<file path="src/rtl/id_ex_hazard_reg.sv">
// ID/EX pipeline register with load-use hazard detection, branch squash,
// downstream hold and saturating bubble counters.

package id_ex_pkg;
   typedef struct packed {
      logic [31:0] pc;
      logic [31:0] imm;
      logic [4:0]  rs1;
      logic [4:0]  rs2;
      logic [4:0]  rd;
      logic [2:0]  funct3;
      logic        alusrc;
      logic        memread;
      logic        memwrite;
      logic        regwrite;
      logic        memtoreg;
      logic        branch;
      logic        jump;
   } id_ex_t;

   localparam int ID_EX_W = $bits(id_ex_t);
endpackage

module id_ex_hazard_reg
   import id_ex_pkg::*;
#(
   parameter int CNT_W = 32
) (
   input  logic               clk,
   input  logic               reset,
   input  logic [ID_EX_W-1:0] idex_in,
   input  logic               valid_in,
   input  logic               flush,
   input  logic               hold,
   output logic [ID_EX_W-1:0] idex_out,
   output logic               valid_out,
   output logic               pc_write,
   output logic               ifid_write,
   output logic [CNT_W-1:0]   stall_cnt,
   output logic [CNT_W-1:0]   flush_cnt
);

   id_ex_t           inBundle;
   id_ex_t           out_q, out_d;
   logic             valid_q, valid_d;
   logic [CNT_W-1:0] stallCnt_q, stallCnt_d;
   logic [CNT_W-1:0] flushCnt_q, flushCnt_d;
   logic             luHazard;
   logic             writeEn;

   assign inBundle = id_ex_t'(idex_in);

   // Both sources are compared regardless of opcode; a spurious rs2 match
   // on I-type instructions only costs one extra bubble.
   assign luHazard = valid_q && out_q.memread && (out_q.rd != 5'd0) && valid_in &&
                     ((out_q.rd == inBundle.rs1) || (out_q.rd == inBundle.rs2));

   always_comb begin
      out_d      = out_q;
      valid_d    = valid_q;
      stallCnt_d = stallCnt_q;
      flushCnt_d = flushCnt_q;
      writeEn    = 1'b1;
      if (reset) begin
         writeEn = 1'b1;
      end else if (hold) begin
         writeEn = 1'b0;
      end else if (flush) begin
         // Fetch must still advance to redirect, so the enables stay high.
         out_d      = '0;
         valid_d    = 1'b0;
         flushCnt_d = (flushCnt_q == '1) ? flushCnt_q : flushCnt_q + CNT_W'(1);
      end else if (luHazard) begin
         out_d      = '0;
         valid_d    = 1'b0;
         stallCnt_d = (stallCnt_q == '1) ? stallCnt_q : stallCnt_q + CNT_W'(1);
         writeEn    = 1'b0;
      end else begin
         out_d   = inBundle;
         valid_d = valid_in;
      end
   end

   always_ff @(posedge clk) begin
      if (reset) begin
         out_q      <= '0;
         valid_q    <= 1'b0;
         stallCnt_q <= '0;
         flushCnt_q <= '0;
      end else begin
         out_q      <= out_d;
         valid_q    <= valid_d;
         stallCnt_q <= stallCnt_d;
         flushCnt_q <= flushCnt_d;
      end
   end

   assign idex_out   = out_q;
   assign valid_out  = valid_q;
   assign pc_write   = writeEn;
   assign ifid_write = writeEn;
   assign stall_cnt  = stallCnt_q;
   assign flush_cnt  = flushCnt_q;

endmodule

</file>
<file path="config.mk">
export PLATFORM = sky130hd
export DESIGN_NAME = id_ex_hazard_reg
export DESIGN_NICKNAME = d
export VERILOG_FILES = /design/src/rtl/id_ex_hazard_reg.sv
export SDC_FILE = /design/constraint.sdc
export NUM_CORES = 1
export LEC_CHECK = 0
export CORE_AREA = 4 4 139 141
export DETAILED_ROUTE_END_ITERATION = 6
export DIE_AREA = 0 0 143 145
export GPL_ROUTABILITY_DRIVEN = 1
export GPL_TIMING_DRIVEN = 0
export MAX_ROUTING_LAYER = met4
export PLACE_DENSITY_LB_ADDON = 0.25
export SYNTH_ARGS = -nofsm -noshare
export SYNTH_HDL_FRONTEND = slang
export SYNTH_SLANG_ARGS = --single-unit
</file>
<file path="constraint.sdc">
create_clock -name clk -period 5.7 [get_ports clk]
set_clock_uncertainty 0.15 [all_clocks]
set_input_delay 1.14 -clock clk [delete_from_list [all_inputs] [get_ports clk]]
set_output_delay 1.14 -clock clk [all_outputs]
set_load 0.02 [all_outputs]
</file>
Yosys cells after proc, flatten, opt, wreduce, memory -nomap -nowiden
Index checks and enable logic that the tools add are counted. W data, S select, Z words.

Multiplexer cells: 8. Bitwise logic cells: 4. Reductions and logical operators: 8. Add/sub/neg operators: 2. Eq/ne operators: 4.

Operators by type and width (number): $mux W89 (2); $add A32 B1 Y32 const B (2); $eq A32 B32 Y1 const B (2); $eq A5 B5 Y1 (2); $mux W1 (6); $reduce_bool A5 Y1 (1); $logic_and A1 B1 Y1 (4); $not A1 Y1 (4); $reduce_and A4 Y1 (1); $reduce_and A3 Y1 (1); $logic_or A1 B1 Y1 (1).

Bits in registers: 154. Logic and storage cells: 42. Input bits: 94. Output and inout port bits: 156.

Longest topological paths before layout
Gate-level depths: netlist of run 1.

Word-level depth: 8. Depth in mapped cells: 9. Mapped depth without buffers: 7.

Least setup slack after synthesis of run 1
No wires, ideal clock.

Path type: input to output. From: input idex_in[24]. To: output pc_write. Cell stages on the path: 6. Data required time: 4.410 ns. Slack: 2.174 ns. Path buffers: 1. Arrival time: 2.236 ns. Cells stage by stage: xnor2_1 nand3_1 o22a_2 nor3_1 o21bai_1 buf_4.

Cells in the longest elaborated chain, start to end: 7.

Ends and longest elaborated chain: from (decl) (RTL line 31) `input logic [ID_EX_W-1:0] idex_in,`; $eq A5 B5 Y1 (RTL line 56) `((out_q.rd == inBundle.rs1) || (out_q.rd == inBundle.rs2));`; $logic_or A1 B1 Y1 (RTL line 56); $logic_and A1 B1 Y1 (RTL line 55) `assign luHazard = valid_q && out_q.memread && (out_q.rd != 5'd0) && valid_in &&`; $mux W1 (RTL line 73) `end else if (luHazard) begin`; $mux W1 (RTL line 68) `end else if (flush) begin`; $mux W1 (RTL line 66) `end else if (hold) begin`; $mux W1 (RTL line 64) `if (reset) begin`; to (decl) (RTL line 37) `output logic pc_write,`.

Every way passes these cells.

Final worst setup path of run 1
From: input idex_in[16]. To: output pc_write.

The elaborated chain is that of the path after synthesis.

==> results of run 1 <==
[registers in the layout (all words and copies together) (netlist names)]
name and flops:
idex_out 89, valid_out 1, stall_cnt 32, flush_cnt 32
[metal layers]
layer | vias to the layer above | global-route usage [%] | wire length (µm)
met4 | 0 | 6.56 | 487
met5 | - | - | 0
met2 | 173 | 30.4 | 9480
met1 | 2753 | 24.5 | 8810
li1 | 2814 | - | -
met3 | 29 | 4.41 | 1060
[area by class of cell]
class	instances	share of cell area, %
flip-flops and latches	154	32.7
multi-input cells	409	29.4
repair buffers	248	26.3
clock buffers	19	4.80
well taps	229	3.04
plain buffers	35	2.17
clock inverters	13	1.37
inverters	6	0.239
diodes	1	0.0265
[kinds of logic (layout without fill, tap and decap cells)]
group                    after synthesis  in the layout  share of synthesized area, %
multiplexers                           6              6                          1.09
other                                  0              1                             0
XOR/XNOR                              40             40                          5.76
adder cells (fa/ha/maj)                2              2                         0.411
flip-flops                           154            154                          50.7
AND/OR/NAND/NOR                      210            210                          19.3
buffers and inverters                 41            321                          3.74
AO/OA/AOI/OAI                        151            151                          19.0
[worst reg2reg max path: stages (launching register included)]
cell and delay (ns):
dfxtp_1 0.37, or4_4 0.57, o2111ai_1 0.24, nor2_1 0.10, nor4_4 0.73, buf_6 0.26
a22o_1 0.16
[report_power, final]
group,leakage [nW],switching [mW],internal (mW)
logic,1.74,0.105,0.133
clock network,0.287,0.488,0.636
registers,1.25,0.0178,1.10
total,3.28,0.610,1.87
[final timing paths]
check | from | end | slack (ns) | cells after the start
max | idex_in[16] | pc_write | 1.16 | 8
min | idex_out[44]$_SDFFE_PP0N_ | idex_out[44]$_SDFFE_PP0N_ | 0.32 | 1
max reg2reg | idex_out[10]$_SDFFE_PP0N_ | idex_out[14]$_SDFFE_PP0N_ | 3.05 | 6
min reg2reg | idex_out[44]$_SDFFE_PP0N_ | idex_out[44]$_SDFFE_PP0N_ | 0.32 | 1
[placed cells by master, fill, tap and decap left out, types with 17 or more instances in the layout]
cell type / count
xnor2_1: 27
nand3_1: 27
a22o_1: 90
clkdlybuf4s50_1: 248
nor2_1: 49
clkbuf_16: 17
clkbuf_1: 22
nand4_1: 21
nand2_1: 27
dfxtp_1: 154
a21oi_1: 26
==> qor.txt, run 1 <==
status: complete, no violations
Reg area: 3080 µm²
Die Width: 143 µm
top cell type's share of synthesized area: 50.7%
fin. max-slew vios: 0
clk sink count: 154
top cells by area, synth: dfxtp_1 (51%), a22o_1 (13%), xnor2_1 (3.9%)
DP Wirelength: 14700 µm
Max Cap Viol: 0
top post-synthesis cells by count: dfxtp_1 (154), a22o_1 (90), nor2_1 (49)
type of the worst setup path: primary input to primary output
Area Growth Syn to Fin: 55.1%
I/O pin cnt: 250
Post-synth EDFFs: 0
Initial Utilization: 33.9%
std cell rows: 49
global placement routability congestion: 0.806
Worst-path clk slew: 0.07 ns
Final ANT Viol Nets: 0
final hold violations: 0
worst hold slack: 0.323 ns
Mapped Area: 6080 µm²
fin util: 52.5%
CTS Buf Count: 17
GRT overflow: 0
post-synth net total: 700
total track usage: 19.4%
Via Count: 5769
Cell variety after synth: 49
Final Routed Wirelength: 19800 µm
prevailing post-synth register cell: dfxtp_1
Rel. slew slack: 35.6%
Final Instance Area: 9440 µm²
worst-skew pair later-pin latency: 0.43 ns
Non-Filler Instances: 1114
# resized after CTS: 0
cell taking the most area after synthesis: dfxtp_1
Power Density: 263 nW/µm²
FFs w/ async S/R, synth: 0%
post-synthesis register bit count: 154
most frequent CP cell: clkdlybuf4s50_1
vias per inst: 5.18
VDD IR max: 195 µV
TNS Setup: 0 ns
cts hold-fix bufs: 0
RSZ-0062 raised after global routing: false
CP startpoint kind: primary input
FILL cells: 1633
largest delay contributor family on the critical path: buffers and inverters
Setup Buffers After CTS: 0
wire per inst: 17.8 µm
min Tclk post-route: 4.54 ns
count leader, synth: dfxtp_1
syn_area_per_cell: 10.1 µm²
Placed Instances: 1081
htree depth: 4
vias in the first global route: 5648
Worst-Margin Slew: 0.959 ns
area occupied by multi-input gates: 2770 µm²
DP Worst Slack: 1.15 ns
Critical Path Fanout Max: 8
Worst setup EP type: primary output
leakage power: 3.28 nW
clock buffer depth: 2
drt pass-1 iters: 4
Buf/Inv on CP: 3
layout cells sized above 1: 6.11%
layout net count: 967
Final period util: 79.7%
drt drc: 0
cells along the critical path: clkdlybuf4s50_1 -> xnor2_1 -> nand3_1 -> o22a_2 -> nor3_1 -> o21bai_1 -> buf_4 -> clkdlybuf4s50_1
Placed Area: 8850 µm²
FMAX: 220 MHz
CTS tree: built
sequential area share after synthesis: 50.7%
first-pass GRT wire length: 30900 µm
slowest cell delay on critical path: 0.52 ns
die area: 20700 µm²
worst setup margin: 1.16 ns
Root Buffer: clkbuf_16
CP max-delay cell: clkdlybuf4s50_1
CP arrival: 3.25 ns
Final Power: 2.48 mW
pin count of the biggest net entering global routing: 17
I/O Buffers: 248
Mapped Cells: 604
Final setup viols: 0
core area: 18000 µm²
initial antenna violation count: 1
1st-iter DRT viols: 269
hold crit path type: flip-flop to flip-flop
Worst Path Required: 4.41 ns
Yosys Warn Count: 0
Die H: 145 µm
(Power assumes the default switching activity.)
==> run 2: changes to the inputs <==
Clock period 5.7 ns to 3.77 ns, I/O delays scaled along.
==> run 2 against run 1 <==
Effect of this change:
- clock-buffer cell count unchanged
- wire length about the same
- via count about the same
- non-clock buffer count unchanged
- final area hardly changed
- global-route usage unchanged
- critical endpoint unchanged
- largest cell class unchanged
- register-to-register slack got worse by 1.9 ns
- worst hold slack stayed put
- clock power increased by 52%
- critical path depth did not move
- highest routed layer unchanged
==> qor.txt, run 2 (synthesis gave the netlist of run 1 again) <==
status: complete, no violations
worst reg2reg path startpoint: idex_out[10]$_SDFFE_PP0N_
max reg flops: 89
Worst-Margin Slew: 0.959 ns
Die Width: 143 µm
Worst Path Required: 2.87 ns
layout net count: 967
Area Growth Syn to Fin: 55.2%
1st-iter DRT viols: 273
clk sink count: 154
Seq pwr share: 45.2%
drt pass-1 iters: 4
Setup Buffers After CTS: 0
DP Wirelength: 14700 µm
hold crit path type: flip-flop to flip-flop
commonest non-fill, non-tap cells in the layout: clkdlybuf4s50_1 (246), dfxtp_1 (154), a22o_1 (90), nor2_1 (49)
final hold violations: 0
Final period util: 94.2%
Critical Path Fanout Max: 8
min Tclk post-route: 3.55 ns
GRT overflow: 0
Power Density: 397 nW/µm²
FILL cells: 1636
r2r setup slk: 1.12 ns
Net Sw Frac: 24.6%
Clk pwr share: 45.3%
Worst-path clk slew: 0.07 ns
Final setup viols: 0
clock buffer depth: 2
Final ANT Viol Nets: 0
std cell rows: 49
core area: 18000 µm²
Final Routed Wirelength: 19800 µm
FMAX: 282 MHz
Max Cap Viol: 0
worst reg2reg path depth: 6
initial antenna violation count: 1
Rel. slew slack: 35.6%
Hold EP: idex_out[44]$_SDFFE_PP0N_
total track usage: 19.4%
CP startpoint kind: primary input
Die H: 145 µm
Via Count: 5773
worst hold start: idex_out[44]$_SDFFE_PP0N_
CTS Buf Count: 17
I/O Buffers: 248
Final Power: 3.75 mW
Reg area: 3080 µm²
leakage power: 3.28 nW
type of the worst setup path: primary input to primary output
drt drc: 0
Comb pwr share: 9.6%
Initial Utilization: 33.9%
Switch Pwr: 0.921 mW
htree depth: 4
Placed Area: 8850 µm²
r2r endpoint: idex_out[14]$_SDFFE_PP0N_
pin count of the biggest net entering global routing: 17
die area: 20700 µm²
first-pass GRT wire length: 30900 µm
vias per inst: 5.18
internal cell power: 2.83 mW
wire per inst: 17.8 µm
worst-skew pair later-pin latency: 0.43 ns
global placement routability congestion: 0.806
Final Instance Area: 9440 µm²
Worst setup EP type: primary output
vias in the first global route: 5648
area occupied by multi-input gates: 2770 µm²
VDD IR max: 295 µV
layout cells sized above 1: 6.11%
CP arrival: 2.65 ns
RSZ-0062 raised after global routing: false
fin. max-slew vios: 0
Root Buffer: clkbuf_16
hold depth: 1
CTS tree: built
fin util: 52.5%
I/O pin cnt: 250
most common cell after layout, fill and taps aside: clkdlybuf4s50_1
## run 2: power groups by stage
stage | sequential (mW) | clock, mW | combinational, mW
after detailed placement | 1.73 | 0 | 0.359
final | 1.69 | 1.70 | 0.359
after global placement | 1.73 | 0 | 0.358
after CTS | 1.69 | 1.73 | 0.362
after global routing | 1.70 | 1.81 | 0.379
after floorplan | 1.77 | 0 | 0.0971
## run 2: metrics by stage
| stage | instances | hold WS [ns] | TNS (ns) | worst slack, ns |
|---|---|---|---|---|
| after floorplan | 604 | 0.408 | 0 | 1.02 |
| after global placement | 1081 | 0.306 | -0.0188 | -0.0188 |
| after detailed placement | 1081 | 0.304 | -0.0105 | -0.0105 |
| after CTS | 1113 | 0.326 | 0 | 0.0701 |
| after global routing | 1114 | 0.344 | 0 | 0.0420 |
| final | 1114 | 0.323 | 0 | 0.220 |
## run 2: worst max-delay path: stages
cell and delay, ns:
clkdlybuf4s50_1 0.52, xnor2_1 0.13, nand3_1 0.11, o22a_2 0.31
nor3_1 0.20, o21bai_1 0.15, buf_4 0.16, dlygate4sd2_1 0.31
## run 2: how the worst max path moves through the flow
stage / slack, ns / to / depth (start not counted) / startpoint
floorplan: 1.02 / pc_write / 5 / idex_out[10]$_SDFFE_PP0N_
global placement: -0.02 / pc_write / 8 / idex_in[20]
detailed placement: -0.01 / pc_write / 8 / idex_in[20]
CTS: 0.07 / ifid_write / 7 / idex_in[15]
global route: 0.04 / pc_write / 8 / idex_in[24]
finish: 0.22 / pc_write / 8 / idex_in[16]
## run 2: per-layer routing
| layer | track usage, % | share of wire [%] |
|---|---|---|
| met1 | 24.5 | 44 |
| met2 | 30.4 | 48 |
| met3 | 4.41 | 5.3 |
| met4 | 6.56 | 2.5 |
| met5 | - | 0 |
## run 2: timing repair
| action | CTS | global route |
|---|---|---|
| hold buffers | 0 | 0 |
| endpoints found under the setup margin | 1 | 1 |
| gates resized for setup | 1 | 1 |
## run 2: layout make-up
| type | instances | area share (%) |
|---|---|---|
| Sequential cell | 154 | 32.7 |
| Clock buffer | 19 | 4.80 |
| Clock inverter | 13 | 1.37 |
| Buffer | 35 | 2.17 |
| Timing Repair Buffer | 248 | 26.3 |
| Inverter | 6 | 0.239 |
| Antenna cell | 1 | 0.0265 |
| Multi-Input combinational cell | 409 | 29.4 |
| Tap cell | 229 | 3.04 |
==> run 3: changes to the inputs <==
Settings changed: CTS_CLUSTER_DIAMETER set to 40, SLEW_MARGIN set to 10.
==> results of run 3 <==
The final DEF is identical to that of run 2; final timing and power are the same.
